--- src/rtl/key_buffer.sv ---
// Key buffer: collects PS/2 make codes into a FIFO, filters break/extended
// prefixes and backspace edits, and replays the contents once ENTER arrives.
module key_buffer #(
    parameter int         DEPTH      = 16,
    parameter logic [7:0] ENTER_CODE = 8'h5A,
    parameter logic [7:0] BKSP_CODE  = 8'h66
) (
    input  logic       clk,
    input  logic       rst,
    input  logic [7:0] scan_code,
    input  logic       scan_valid,
    input  logic       rd_req,
    output logic [7:0] char_code,
    output logic       char_valid,
    output logic       playing,
    output logic       play_done,
    output logic       full,
    output logic       empty,
    output logic       overflow
);

    localparam int PTR_W = $clog2(DEPTH);
    localparam int CNT_W = PTR_W + 1;

    localparam logic [PTR_W-1:0] PTR_ZERO   = {PTR_W{1'b0}};
    localparam logic [PTR_W-1:0] PTR_ONE    = {{(PTR_W-1){1'b0}}, 1'b1};
    localparam logic [CNT_W-1:0] CNT_ZERO   = {CNT_W{1'b0}};
    localparam logic [CNT_W-1:0] CNT_ONE    = {{(CNT_W-1){1'b0}}, 1'b1};
    localparam logic [CNT_W-1:0] CNT_FULL   = CNT_W'(DEPTH);
    localparam logic [7:0]       CODE_EXT   = 8'hE0;
    localparam logic [7:0]       CODE_BREAK = 8'hF0;

    typedef enum logic [1:0] {
        ST_COLLECT = 2'd0,
        ST_BREAK   = 2'd1,
        ST_PLAY    = 2'd2
    } state_t;

    state_t           state_r;
    state_t           state_nx_s;
    logic [7:0]       mem_r [DEPTH];
    logic [PTR_W-1:0] wr_ptr_r;
    logic [PTR_W-1:0] wr_ptr_nx_s;
    logic [PTR_W-1:0] rd_ptr_r;
    logic [PTR_W-1:0] rd_ptr_nx_s;
    logic [CNT_W-1:0] count_r;
    logic [CNT_W-1:0] count_nx_s;
    logic             wr_en_s;
    logic             done_nx_s;
    logic             ovf_nx_s;
    logic [7:0]       char_code_r;
    logic             char_valid_r;
    logic             playing_r;
    logic             play_done_r;
    logic             full_r;
    logic             empty_r;
    logic             overflow_r;

    assign char_code  = char_code_r;
    assign char_valid = char_valid_r;
    assign playing    = playing_r;
    assign play_done  = play_done_r;
    assign full       = full_r;
    assign empty      = empty_r;
    assign overflow   = overflow_r;

    // Next-state decode for the FSM, pointers, occupancy and status flags
    always_comb begin
        state_nx_s  = state_r;
        wr_ptr_nx_s = wr_ptr_r;
        rd_ptr_nx_s = rd_ptr_r;
        count_nx_s  = count_r;
        wr_en_s     = 1'b0;
        done_nx_s   = 1'b0;
        ovf_nx_s    = overflow_r;
        case (state_r)
            ST_COLLECT: begin
                if (scan_valid) begin
                    case (scan_code)
                        CODE_EXT:   state_nx_s = ST_COLLECT;
                        CODE_BREAK: state_nx_s = ST_BREAK;
                        ENTER_CODE: begin
                            // ENTER on an empty buffer completes an empty playback at once
                            if (empty_r) begin
                                done_nx_s = 1'b1;
                            end else begin
                                state_nx_s = ST_PLAY;
                            end
                        end
                        BKSP_CODE: begin
                            if (!empty_r) begin
                                wr_ptr_nx_s = wr_ptr_r - PTR_ONE;
                                count_nx_s  = count_r - CNT_ONE;
                            end else begin
                                count_nx_s = count_r;
                            end
                        end
                        default: begin
                            if (full_r) begin
                                ovf_nx_s = 1'b1;
                            end else begin
                                wr_en_s     = 1'b1;
                                wr_ptr_nx_s = wr_ptr_r + PTR_ONE;
                                count_nx_s  = count_r + CNT_ONE;
                            end
                        end
                    endcase
                end else begin
                    state_nx_s = ST_COLLECT;
                end
            end
            ST_BREAK: begin
                if (scan_valid) begin
                    state_nx_s = ST_COLLECT;
                end else begin
                    state_nx_s = ST_BREAK;
                end
            end
            ST_PLAY: begin
                // Scan codes arriving during playback are dropped; only pops matter
                if (rd_req && char_valid_r) begin
                    rd_ptr_nx_s = rd_ptr_r + PTR_ONE;
                    count_nx_s  = count_r - CNT_ONE;
                    if (count_r == CNT_ONE) begin
                        state_nx_s = ST_COLLECT;
                        done_nx_s  = 1'b1;
                    end else begin
                        state_nx_s = ST_PLAY;
                    end
                end else begin
                    state_nx_s = ST_PLAY;
                end
            end
            default: begin
                state_nx_s = ST_COLLECT;
            end
        endcase
    end

    // FSM state, pointers, count and registered outputs
    always_ff @(posedge clk) begin
        if (rst) begin
            state_r      <= ST_COLLECT;
            wr_ptr_r     <= PTR_ZERO;
            rd_ptr_r     <= PTR_ZERO;
            count_r      <= CNT_ZERO;
            char_code_r  <= 8'h00;
            char_valid_r <= 1'b0;
            playing_r    <= 1'b0;
            play_done_r  <= 1'b0;
            full_r       <= 1'b0;
            empty_r      <= 1'b1;
            overflow_r   <= 1'b0;
        end else begin
            state_r      <= state_nx_s;
            wr_ptr_r     <= wr_ptr_nx_s;
            rd_ptr_r     <= rd_ptr_nx_s;
            count_r      <= count_nx_s;
            // Show-ahead head register; bypass covers a write landing on the head slot
            char_code_r  <= (wr_en_s && (wr_ptr_r == rd_ptr_nx_s)) ? scan_code
                                                                    : mem_r[rd_ptr_nx_s];
            char_valid_r <= (state_nx_s == ST_PLAY) && (count_nx_s != CNT_ZERO);
            playing_r    <= (state_nx_s == ST_PLAY);
            play_done_r  <= done_nx_s;
            full_r       <= (count_nx_s == CNT_FULL);
            empty_r      <= (count_nx_s == CNT_ZERO);
            overflow_r   <= ovf_nx_s;
        end
    end

    // FIFO storage; contents are never reset
    always_ff @(posedge clk) begin
        if (wr_en_s) begin
            mem_r[wr_ptr_r] <= scan_code;
        end
    end

endmodule

--- config.mk ---
export PLATFORM = sky130hd
export DESIGN_NAME = key_buffer
export DESIGN_NICKNAME = d
export VERILOG_FILES = /design/src/rtl/key_buffer.sv
export SDC_FILE = /design/constraint.sdc
export NUM_CORES = 1
export LEC_CHECK = 0
export ABC_AREA = 1
export CAP_MARGIN = 10
export CORE_ASPECT_RATIO = 1.2
export CORE_MARGIN = 5
export CORE_UTILIZATION = 32
export CTS_CLUSTER_SIZE = 12
export DETAILED_ROUTE_END_ITERATION = 7
export PLACE_DENSITY_LB_ADDON = 0.1
export SYNTH_ARGS = -nofsm -noshare
export SYNTH_HDL_FRONTEND = slang
export SYNTH_SLANG_ARGS = --single-unit
--- constraint.sdc ---
create_clock -name clk -period 2.8 [get_ports clk]
set_input_delay 0.7 -clock clk [delete_from_list [all_inputs] [get_ports clk]]
set_output_delay 0.7 -clock clk [all_outputs]
set_load 0.005 [all_outputs]
Word level (Yosys, flattened, before mapping). Memories as Yosys holds them, arrays and structs flattened. A register that Yosys moved wholly into a read port is not among the register bits. Cells that the tools add are included.

Memories kept: 1. Register bits after elaboration: 21. Word-level logic and storage cells: 68. Bits in writable memories: 128. Input bits: 12.

Memory list: mem_r (words 16, width 8, read ports 1, clocked after Yosys merged registers in 1, wr ports 1, line 41) `logic [7:0] mem_r [DEPTH];`.

Equality and inequality tests: 11. Bitwise gates (word level): 2. Reduce and logical (&&, ||, !) cells: 9. Mux-type cells: 30. $add $sub $neg: 5.

Operator list (number): two-way mux 5 bit (4); one-hot mux 5 bit (2 select lines) (2); equality test 8 x 7 -> 1 bit, second input constant (2); equality test 8 bit, second input constant (2); two-way mux 4 bit (4); two-way mux 1 bit (12); one-hot mux 2 bit (3 select lines) (2); adder 4 x 1 -> 4 bit, second input constant (2); two-way mux 2 bit (4); one-hot mux 4 bit (2 select lines) (1); adder 5 x 1 -> 5 bit, second input constant (1); equality test 5 x 1 -> 1 bit, second input constant (1); equality test 5 bit, second input constant (1); logical NOT 5 bit (1); AND reduction 5 bit (1); nonzero test 5 bit (1); subtractor 5 x 1 -> 5 bit, second input constant (1); equality test 2 bit, second input constant (2); AND reduction 4 bit (1); OR reduction 4 bit (1); subtractor 4 x 1 -> 4 bit, second input constant (1); OR reduction 3 bit (1); equality test 2 x 1 -> 1 bit, second input constant (1); logical AND 1 bit (2); 5 further kinds (6).

Depth between registers and ports, before layout.
Depth after elaboration: 7. Depth in mapped cells: 16. Depth with buffers taken out: 15.

Worst setup path before layout. No wires, ideal clock.

Path kind: input to register. Start point: input port scan_code[0]. End point: memory mem_r[0][0], enable pin. Setup slack: 461 ps. Buffers on the path: 0. Required time: 2430 ps. Data arrival time: 1969 ps. Stages: 8. Cells stage by stage: inv_1 nand2_1 nor2_1 nand2_1 nand3_1 nor3_2 nand3_1 nor2_1.

Longest elaborated chain between the ends: 7. Elaborated cells on any way between the ends: 10. Those cells by class: eq/ne (4); mux (5); reduce/logical (1).

RTL lines: start, declared (line 10) `input logic [7:0] scan_code,`; equality test 8 x 7 -> 1 bit or equality test 8 bit (tied branches) (line 79) `case (scan_code)`; OR reduction 4 bit (no line) (*); two-way mux 1 bit (*) (line 79); two-way mux 1 bit (*) (line 78) `if (scan_valid) begin`; two-way mux 1 bit (*) (line 76) `case (state_r)`; two-way mux 1 bit (*) (line 173) `if (wr_en_s) begin`; two-way mux 1 bit (not written as such) (*) (line 174) `mem_r[wr_ptr_r] <= scan_code;`; end, declared (line 41).

Every way passes the cells marked *; elsewhere a longest branch is shown, timed or not.

Worst setup path after layout.
Start point: input port scan_code[2]. End point: memory mem_r[2][7], enable pin.

The elaborated chain is that of the path after synthesis.

==> impl_metrics.ini <==
[logic_synthesis]
ys_ff_latch = 157
syn_area_um2 = 7190
synth_cells = 756
yosys.area.top_type = edfxtp_1
ys_async_sr_fraction = 0
synth_flop_cell = edfxtp_1
seq_area_frac_synth = 0.615
synth.top_cell.area_share = 0.534
avgSynthCellArea_um2 = 9.52
ys_warn_count = 0
yosysUniqueCellTypes = 35
synth_edf_count = 128
syn-num-nets = 775
synth_area_leaders = edfxtp_1, nand2_1, dfxtp_1, nor2_1, inv_1

[grt]
grt_max_degree = 28
grt.total_usage = 0.160
antenna_found_initial = 0
grt_pass1_wl_um = 31000
grt_pass1_vias = 5551
grt-ovfl-total = 0

[critical_path]
cp_cell_sequence = clkdlybuf4s50_1 -> buf_4 -> inv_1 -> nand2_1 -> nor2_1 -> nand2_1 -> nand3_1 -> nor3_4 -> nand3_1 -> nor2_1 -> buf_4
r2r-end = mem_r[2][7]
slowest_delay_ns = 0.48
slowest_stage = clkdlybuf4s50_1
r2r_start = state_r[1]
critPathRequiredTime_ns = 2.93
cp_max_fo = 8
cp-start-kind = input port
reg2reg_slack_ns = 0.68
timing_worst_setup_path_type = in2reg
end_kind = register
worstRegToRegCells = 8
worstPathArrival_ns = 2.79

[cts]
cts_tree = done
cts.sinks = 157
cts_buffers = 17
cts_root_buffer = clkbuf_16
postCtsSetupBuffers = 0
clockBufferDepth = 2
htreeDepth = 4
clkLatencyLatePin_ns = 0.42
cts.clk_slew.worst_paths_ns = 0.06

[detailed_routing]
wl_per_cell_um = 17.4
ant_nets = 0
drt-pass1-iter-count = 5
vias_per_cell = 4.72
first_iter_violations = 256
wirelength_um = 19800
vias = 5389
drc_errors = 0

[timing]
worst_pin_slew_ns = 0.506
fin_ws_ns = 0.135
clock_skew_ns = 0.00807
setup_viol = 0
fin_crit_ns = 2.66
fmax_mhz = 375
hold_viol_final = 0
finalMaxSlewViolations = 0
fin_crit_sh = 0.952
relSlewSlack = 0.659
fin_hold_ws_ns = 0.481

[worst_hold_path]
hold_start = overflow
hold_end = overflow
min_path_type = reg2reg
min_path_cells = 2

[cells_and_area]
utilization = 0.399
diodes = 0
final_cells = 1142
drive_above_1_share = 0.144
final_cell_mix = nand2_1, edfxtp_1, nor2_1
area_growth_pct = 23.7
final_nets = 870
final_common_cell = nand2_1

[die]
core_um2 = 22300
initial_core_util = 0.323
die_h_um = 174
io_pins = 26
num_rows = 60
die_area_um2 = 25600
die_w_um = 147

[outcome]
outcome = completed

[placed_design]
port_buffers = 25
dp.cells = 1111
hpwl_um = 14200
pre_cts_ws_ns = -0.468
gp_congestion = 0.883

[power]
peakVddDrop_uv = 422
power.leakage_nw = 3.76
power_density_nw_per_um2 = 591

[run]
drv_cap = 0
[timing repair]
item	in CTS	in global routing
gates resized for setup	0	5
hold buffers	0	0
setup endpoints to repair	48	131
pin swaps	0	0
[flip-flops by register name, indices dropped and copies added (netlist names)]
name / cells
mem_r: 128
char_code: 8
count_r: 5
rd_ptr_r: 4
wr_ptr_r: 4
state_r: 2
char_valid: 1
empty: 1
full: 1
overflow: 1
play_done: 1
playing: 1
[metrics by stage]
step	setup TNS, ns	total power, mW	cell area, um^2
after floorplan	0	2.82	7190
after global placement	-45.57	3.02	8300
after detailed placement	-57.37	3.02	8300
after CTS	-1.11	5.29	8880
after global routing	-0.0294	5.46	8900
final	0	5.26	8900
[kinds of logic after synthesis]
logic type / Yosys count / synth area share
AND/OR/NAND/NOR: 374 / 0.214
flip-flops: 157 / 0.615
buffers and inverters: 115 / 0.0692
AO/OA/AOI/OAI: 92 / 0.0751
XOR/XNOR: 11 / 0.0134
adder cells (fa/ha/maj): 7 / 0.0132
[cell type report]
class | instances | area [um^2]
clock buffer | 19 | 433
clock inverter | 12 | 148
fill | 2201 | 13400
inverter | 85 | 319
multi-input combinational | 484 | 2290
sequential | 157 | 4420
tap | 279 | 349
timing repair buffer | 106 | 940
[synthesized netlist by cell type (all sizes together), types with 2 or more instances]
cell	number
nand2	217
edfxtp	128
nor2	89
inv	85
nand3	60
o21ai	38
dfxtp	29
a21oi	25
o211ai	22
buf	17
clkbuf	13
xor2	9
ha	6
a31oi	3
nand4	3
nor3	3
xnor2	2
[critical path, delay by kind of cell]
kind,cells,cell delay (ns)
buffers and inverters,4,0.95
AND/OR/NAND/NOR,7,1.15
[worst max path at each step]
stage	start	to	cells after the start
floorplan	scan_code[0]	mem_r[0][0]	8
global placement	scan_code[6]	mem_r[5][5]	10
detailed placement	scan_code[6]	mem_r[5][4]	10
CTS	scan_code[6]	mem_r[5][2]	10
global route	scan_code[2]	mem_r[2][7]	11
finish	scan_code[2]	mem_r[2][7]	11
[report_power, final]
| group | leakage [nW] | internal, mW | total (mW) | switching [mW] |
|---|---|---|---|---|
| Clock | 0.272 | 1.39 | 2.28 | 0.894 |
| Combinational | 2.10 | 0.148 | 0.366 | 0.218 |
| Sequential | 1.39 | 2.58 | 2.61 | 0.0328 |
[layer usage]
| metal | share of wire | global-route usage |
|---|---|---|
| met1 | 0.43 | 0.197 |
| met2 | 0.50 | 0.274 |
| met3 | 0.039 | 0.0300 |
| met4 | 0.036 | 0.0675 |
| met5 | 0 | 0 |
(Power assumes the default switching activity.)
